==> src/rtl/serial_adder.sv <==
// Bit-serial WIDTH-bit adder: one operand bit pair per clock, LSB first, carry held in a flop.
// Optional signed-overflow output enabled by defining SERIAL_ADDER_OVF_EN.

module half_adder (
   input  logic a,
   input  logic b,
   output logic s,
   output logic c
);
   assign s = a ^ b;
   assign c = a & b;
endmodule

module serial_adder #(
   parameter int WIDTH = 8
) (
   input  logic             CLK,
   input  logic             RST,
   input  logic             START,
   input  logic [WIDTH-1:0] A,
   input  logic [WIDTH-1:0] B,
   input  logic             CIN,
   output logic             BUSY,
   output logic             DONE,
   output logic [WIDTH-1:0] SUM,
   output logic             COUT
`ifdef SERIAL_ADDER_OVF_EN
   ,
   output logic             OVF
`endif
);
   // state   | meaning
   // S_IDLE  | waiting for START
   // S_SHIFT | adding one bit pair per cycle
   // S_DONE  | result just published; START here restarts immediately
   typedef enum logic [1:0] {S_IDLE, S_SHIFT, S_DONE} state_t;

   localparam int CNT_W = (WIDTH > 1) ? $clog2(WIDTH) : 1;
   localparam logic [CNT_W-1:0] CNT_LAST = CNT_W'(WIDTH - 1);

   state_t             state_q, state_d;
   logic [WIDTH-1:0]   a_sr_q, a_sr_d;
   logic [WIDTH-1:0]   b_sr_q, b_sr_d;
   logic [WIDTH-1:0]   res_q, res_d;
   logic [WIDTH-1:0]   sum_q, sum_d;
   logic [CNT_W-1:0]   cnt_q, cnt_d;
   logic               carry_q, carry_d;
   logic               cout_q, cout_d;
   logic               s1, c1, s2, c2;
`ifdef SERIAL_ADDER_OVF_EN
   logic               ovf_q, ovf_d;
`endif

   half_adder u_ha1 (.a(a_sr_q[0]), .b(b_sr_q[0]), .s(s1), .c(c1));
   half_adder u_ha2 (.a(s1),        .b(carry_q),   .s(s2), .c(c2));

   always_comb begin
      state_d = state_q;
      a_sr_d  = a_sr_q;
      b_sr_d  = b_sr_q;
      res_d   = res_q;
      sum_d   = sum_q;
      cnt_d   = cnt_q;
      carry_d = carry_q;
      cout_d  = cout_q;
`ifdef SERIAL_ADDER_OVF_EN
      ovf_d   = ovf_q;
`endif
      case (state_q)
         S_IDLE, S_DONE: begin
            if (START) begin
               a_sr_d  = A;
               b_sr_d  = B;
               carry_d = CIN;
               cnt_d   = '0;
               res_d   = '0;
               state_d = S_SHIFT;
            end else begin
               state_d = S_IDLE;
            end
         end
         S_SHIFT: begin
            // Sum bits enter at the MSB so bit 0 lands in place after WIDTH shifts.
            res_d   = {s2, res_q[WIDTH-1:1]};
            carry_d = c1 | c2;
            a_sr_d  = a_sr_q >> 1;
            b_sr_d  = b_sr_q >> 1;
            cnt_d   = cnt_q + CNT_W'(1);
            if (cnt_q == CNT_LAST) begin
               sum_d   = {s2, res_q[WIDTH-1:1]};
               cout_d  = c1 | c2;
`ifdef SERIAL_ADDER_OVF_EN
               ovf_d   = carry_q ^ (c1 | c2);
`endif
               cnt_d   = '0;
               state_d = S_DONE;
            end
         end
         default: state_d = S_IDLE;
      endcase
   end

   always_ff @(posedge CLK) begin
      if (RST) begin
         state_q <= S_IDLE;
         a_sr_q  <= '0;
         b_sr_q  <= '0;
         res_q   <= '0;
         sum_q   <= '0;
         cnt_q   <= '0;
         carry_q <= 1'b0;
         cout_q  <= 1'b0;
`ifdef SERIAL_ADDER_OVF_EN
         ovf_q   <= 1'b0;
`endif
      end else begin
         state_q <= state_d;
         a_sr_q  <= a_sr_d;
         b_sr_q  <= b_sr_d;
         res_q   <= res_d;
         sum_q   <= sum_d;
         cnt_q   <= cnt_d;
         carry_q <= carry_d;
         cout_q  <= cout_d;
`ifdef SERIAL_ADDER_OVF_EN
         ovf_q   <= ovf_d;
`endif
      end
   end

   assign BUSY = (state_q == S_SHIFT);
   assign DONE = (state_q == S_DONE);
   assign SUM  = sum_q;
   assign COUT = cout_q;
`ifdef SERIAL_ADDER_OVF_EN
   assign OVF  = ovf_q;
`endif

endmodule

==> config.mk <==
export PLATFORM = sky130hd
export DESIGN_NAME = serial_adder
export DESIGN_NICKNAME = d
export VERILOG_FILES = /design/src/rtl/serial_adder.sv
export SDC_FILE = /design/constraint.sdc
export NUM_CORES = 1
export LEC_CHECK = 0
export CORE_MARGIN = 2
export CORE_UTILIZATION = 45
export CTS_CLUSTER_DIAMETER = 200
export DETAILED_ROUTE_END_ITERATION = 12
export PLACE_DENSITY = 0.74
export SLEW_MARGIN = 0
export SYNTH_ARGS = -nofsm -noshare
export SYNTH_HDL_FRONTEND = slang
export SYNTH_SLANG_ARGS = --single-unit
==> constraint.sdc <==
create_clock -name CLK -period 1.64 [get_ports CLK]
set_clock_uncertainty 0.2 [all_clocks]
set_input_delay 0.328 -clock CLK [delete_from_list [all_inputs] [get_ports CLK]]
set_output_delay 0.328 -clock CLK [all_outputs]
set_load 0.02 [all_outputs]
# After elaboration in Yosys (flattened, before gate mapping)
# Index checks and enable logic that the tools add are counted.
# classes
addsub	1
eq_ne	5
n_mux	14
bitwise	5
reduce_logical	5
# op_table
operator	count
one-hot mux 8 bit (2 select lines)	3
2-to-1 mux 8 bit	3
2-to-1 mux 3 bit	2
one-hot mux 3 bit (2 select lines)	1
one-hot mux 2 bit (2 select lines)	1
AND reduction 2 bit	2
adder 3 x 1 -> 3 bit (second input constant)	1
== test 3 bit (second input constant)	1
bitwise AND 1 bit	2
== test 2 x 1 -> 1 bit (second input constant)	1
== test 2 bit (second input constant)	1
logical NOT 2 bit	1
2-to-1 mux 1 bit	2
2-to-1 mux 2 bit	1
inequality test 2 x 1 -> 1 bit (second input constant)	1
inequality test 2 bit (second input constant)	1
one-hot mux 1 bit (2 select lines)	1
nonzero test 2 bit	1
OR reduction 2 bit	1
bitwise XOR 1 bit	2
OR 1 bit	1
# word_totals
ff_bits	39
input_bits	20
out_inout_bits	11
wordCells	38

# Logic depth before layout (Yosys ltp)
# Gate-level depths: netlist of run 1.
# depth
depth_word	4
depth_mapped	6
depth_no_buf	5

# Modules after synthesis
# Synthesis of run 1 repeated with hierarchy kept, for this count alone.
# unflattened
hier_cells	191
hier_area_um2	1606.5
# by_module_without_submodules
module	n_inst	cells_per_inst	area_per_inst_um2	seq_area_each_um2
serial_adder	1	189	1581.5	760.7
half_adder	2	1	12.5	0.0

# Least setup slack after synthesis of run 1
# No wires, ideal clock.
# synth_path
kind	register to register
startpoint	reg cnt_q[0]
endpoint	reg state_q[0]
setup_time_ps	128
t_arrival_ps	1094
slack_ps	218
stages_incl_launch_ff	6
synth_period_minus_slack_ps	1422
cell_sequence	dfxtp_1 > ha_1 > ha_1 > clkbuf_1 > o21a_1 > nor2_1
# synth_via
elab_chain_cells	2
# synth_rtl
item	line	text
start: declaration	46	logic [CNT_W-1:0] cnt_q, cnt_d;
start signal: assignment	122	cnt_q <= cnt_d;
== test 3 bit	89	if (cnt_q == CNT_LAST) begin
inequality test 2 x 1 -> 1 bit (no line)	n/a	
end signal: assignment	117	state_q <= state_d;
end: declaration	41	state_t state_q, state_d;
# Every way passes these cells.
# A chain may end at the register's enable or synchronous reset.

# Worst setup path in the final report of run 1
# layout_path
startpoint	reg sum_q[0] (netlist: SUM[0])
endpoint	out SUM[0]
# layout_lines
item	line	text
start: declaration	45	logic [WIDTH-1:0] sum_q, sum_d;
start signal: assignment	121	sum_q <= sum_d;
end: declaration	25	output logic [WIDTH-1:0] SUM,
# No word-level cell between the ends.

==> results.sh, run 1 <==
export IMPL_cp_slowest_cell="dfxtp_1"
export IMPL_synthArstFlopShare_pct=0
export IMPL_postCtsHoldBufs=0
export IMPL_synth_seq_cells=38
export IMPL_clock_fmax_mhz=637
export IMPL_finalPower_mw=1.79
export IMPL_dpl_hpwl_microns=2380
export IMPL_comb_power_share_pct=15.1
export IMPL_leakage_nw=0.775
export IMPL_r2r_start="state_q[1]"
export IMPL_fin_crit_sh_pct=95.8
export IMPL_drt_wl_total_microns=3440
export IMPL_endpoint_kind="primary output"
export IMPL_cts_tree="done"
export IMPL_viasPerCell=5.41
export IMPL_antenna_left=0
export IMPL_multi_input_area_sq_um=744
export IMPL_period_needed_ns=1.57
export IMPL_max_slew_margin_pct=69.2
export IMPL_cp_start_kind="register"
export IMPL_p_int_mw=1.30
export IMPL_regArea_sq_um=763
export IMPL_cp_arrival_ns=1.04
export IMPL_path_cells="dlygate4sd2_1"
export IMPL_synth_cell_area_sq_um=1590
export IMPL_num_antenna_cells=0
export IMPL_cts_buffers=5
export IMPL_hold_path_end="SUM[2]"
export IMPL_yosysTopAreaCell="dfxtp_1"
export IMPL_port_buffers=30
export IMPL_avgSynthCellArea_sq_um=8.43
export IMPL_clock_path_buffers=2
export IMPL_via_count=1444
export IMPL_drc=0
export IMPL_synth_most_common_cell="nand2_1"
export IMPL_drtIter0Drc=83
export IMPL_synth_cell_types=21
export IMPL_wire_per_inst_microns=12.9
export IMPL_crit_required_ns=1.11
export IMPL_start_util_pct=47.4
export IMPL_clock_latency_ns=0.35
export IMPL_r2r_cells=4
export IMPL_worst_pin_slew_ns=0.462
export IMPL_final_hold_viol_count=0
export IMPL_die_area_sq_um=4030
export IMPL_p_seq_share_pct=55.8
export IMPL_synth_top_area_share_pct=47.7
export IMPL_cts_clk_slew_worst_paths_ns=0.11
export IMPL_synth_flop_cell="dfxtp_1"
export IMPL_grt_start_max_net_pins=44
export IMPL_fillers=331
export IMPL_critical_path_top_delay_family="flip-flops"
export IMPL_setup_viol=0
export IMPL_yosysSeqAreaShare_pct=47.7
export IMPL_hold_path_startpoint="SUM[2]"
export IMPL_rsz0062_at_grt="false"
export IMPL_synth_edf_count=0
export IMPL_syn_nets=212
export IMPL_antenna_found_initial=0
export IMPL_grt_util_all_layers_pct=19.3
export IMPL_switchingPower_mw=0.489
export IMPL_cap_violations=0
export IMPL_final_util_pct=60.0
export IMPL_run_status="completed"
export IMPL_syn_inst=189
export IMPL_p_per_area_nw_per_um2=888
export IMPL_die_h_microns=63.5
export IMPL_ys_warn_count=0
export IMPL_irDropWorstVdd_v=0.000454
export IMPL_cts_root_buffer="clkbuf_4"
export IMPL_grt_pass1_vias=1407
export IMPL_p_clk_share_pct=29.2
export IMPL_grt_pass1_wl_microns=6080
export IMPL_max_stage_delay_ns=0.36
export IMPL_hp_class="register to register"
export IMPL_synth_area_leaders="dfxtp_1, nand2_1, a311oi_2"
export IMPL_rows=21
export IMPL_switching_share_pct=27.3
export IMPL_io_pins=31
export IMPL_cts_sinks=38
export IMPL_core_sq_um=3360
export IMPL_area_growth_pct=26.6
export IMPL_cts_max_level=2
export IMPL_grt_ovfl_total=0
export IMPL_nets=243
export IMPL_critPathMaxFanout=2
export IMPL_drt_first_pass_iters=4
export IMPL_crit_buf_inv=1
export IMPL_place_gp_congestion=0.709
export IMPL_fp_dieW_microns=63.5
export IMPL_min_path_cells=2
export IMPL_slew_viol_final=0
export IMPL_r2r_setup_slack_ns=0.09
export IMPL_yosys_top_cells_count="nand2_1, dfxtp_1, a21oi_1, nand3_1, nor2_1"
export IMPL_drive_above_1_share_pct=14.5
export IMPL_critical_path_class="register to primary output"
export IMPL_timing_rr_end="a_sr_q[3]"
## state kept, by name (all words and copies together), names as in the netlist
signal,count
cnt_q,3
carry_q,1
res_q,7
a_sr_q,8
state_q,2
SUM,8
COUT,1
b_sr_q,8
## layer usage
layer	vias up	track usage, %	share of wire (%)
met1	685	21.5	42
met4	0	7.88	1.4
met5	-	0	0
met3	6	6.43	5.1
met2	40	33.7	52
li1	713	-	-
## worst max-delay path by stage
stage	start	to	cells past startpoint
after global routing	cnt_q[0]	SUM[6]	6
after global placement	START	b_sr_q[6]	5
after CTS	SUM[0]	SUM[0]	1
after detailed placement	START	a_sr_q[3]	5
after floorplan	cnt_q[0]	state_q[0]	5
final	SUM[0]	SUM[0]	1
## power groups by stage
stage	logic, mW	clock network (mW)	registers (mW)
floorplan	0.181	0	1.01
global placement	0.255	0	1.02
detailed placement	0.269	0	1.02
CTS	0.269	0.534	1.00
global route	0.296	0.588	1.01
finish	0.270	0.522	0.999
## final cells by class
| class | count | area share, % |
|---|---|---|
| Inverter | 1 | 0.248 |
| Clock buffer | 6 | 2.54 |
| Tap cell | 46 | 2.85 |
| Sequential cell | 38 | 37.8 |
| Timing Repair Buffer | 40 | 19.0 |
| Clock inverter | 2 | 0.620 |
| Multi-Input combinational cell | 134 | 36.9 |
## stage by stage
stage	setup TNS (ns)	setup WS, ns	cells	hold slack, ns	cell area (sq um)
2_1_floorplan	0	0.218	189	0.244	1590
3_3_place_gp	-1.81	-0.130	258	0.241	1950
3_5_place_dp	-2.23	-0.183	258	0.248	1950
4_1_cts	0	0.0496	267	0.262	2010
5_1_grt	0	0.00570	267	0.292	2020
6_report	0	0.0689	267	0.258	2020
## cells in the final DEF, fill, tap and decap left out, drive strengths merged
cell type	n
clkinv	2
ha	2
nand3	20
dfxtp	38
nor2b	2
clkdlybuf4s15	1
clkbuf	6
nand2	50
o21a	1
a31oi	1
a21oi	20
nand2b	2
nor4b	1
nor2	18
clkdlybuf4s50	19
fa	1
dlygate4sd2	8
nand3b	1
buf	12
a311oi	15
clkinvlp	1
## logic make-up (layout without fill, tap and decap cells)
logic type      Yosys count  count (layout)  share of synthesized area [%]
compound gates           37              37                           18.1
fa+ha+maj                 3               3                           2.83
buf+inv                  17              49                           6.44
flops                    38              38                           47.7
simple gates             94              94                           24.9
## timing repair
item	CTS	global route
hold endpoints to repair	0	0
gates resized for setup	20	3
setup buffers	1	0
pin swaps	1	0
endpoints found under the setup margin	15	3
Note: power is estimated with default switching activity, not from simulation.
==> run 2: changes to the inputs <==
Settings changed: SLEW_MARGIN 0 to default.
==> results of run 2 <==
The final DEF is identical to that of run 1; final timing and power are the same.
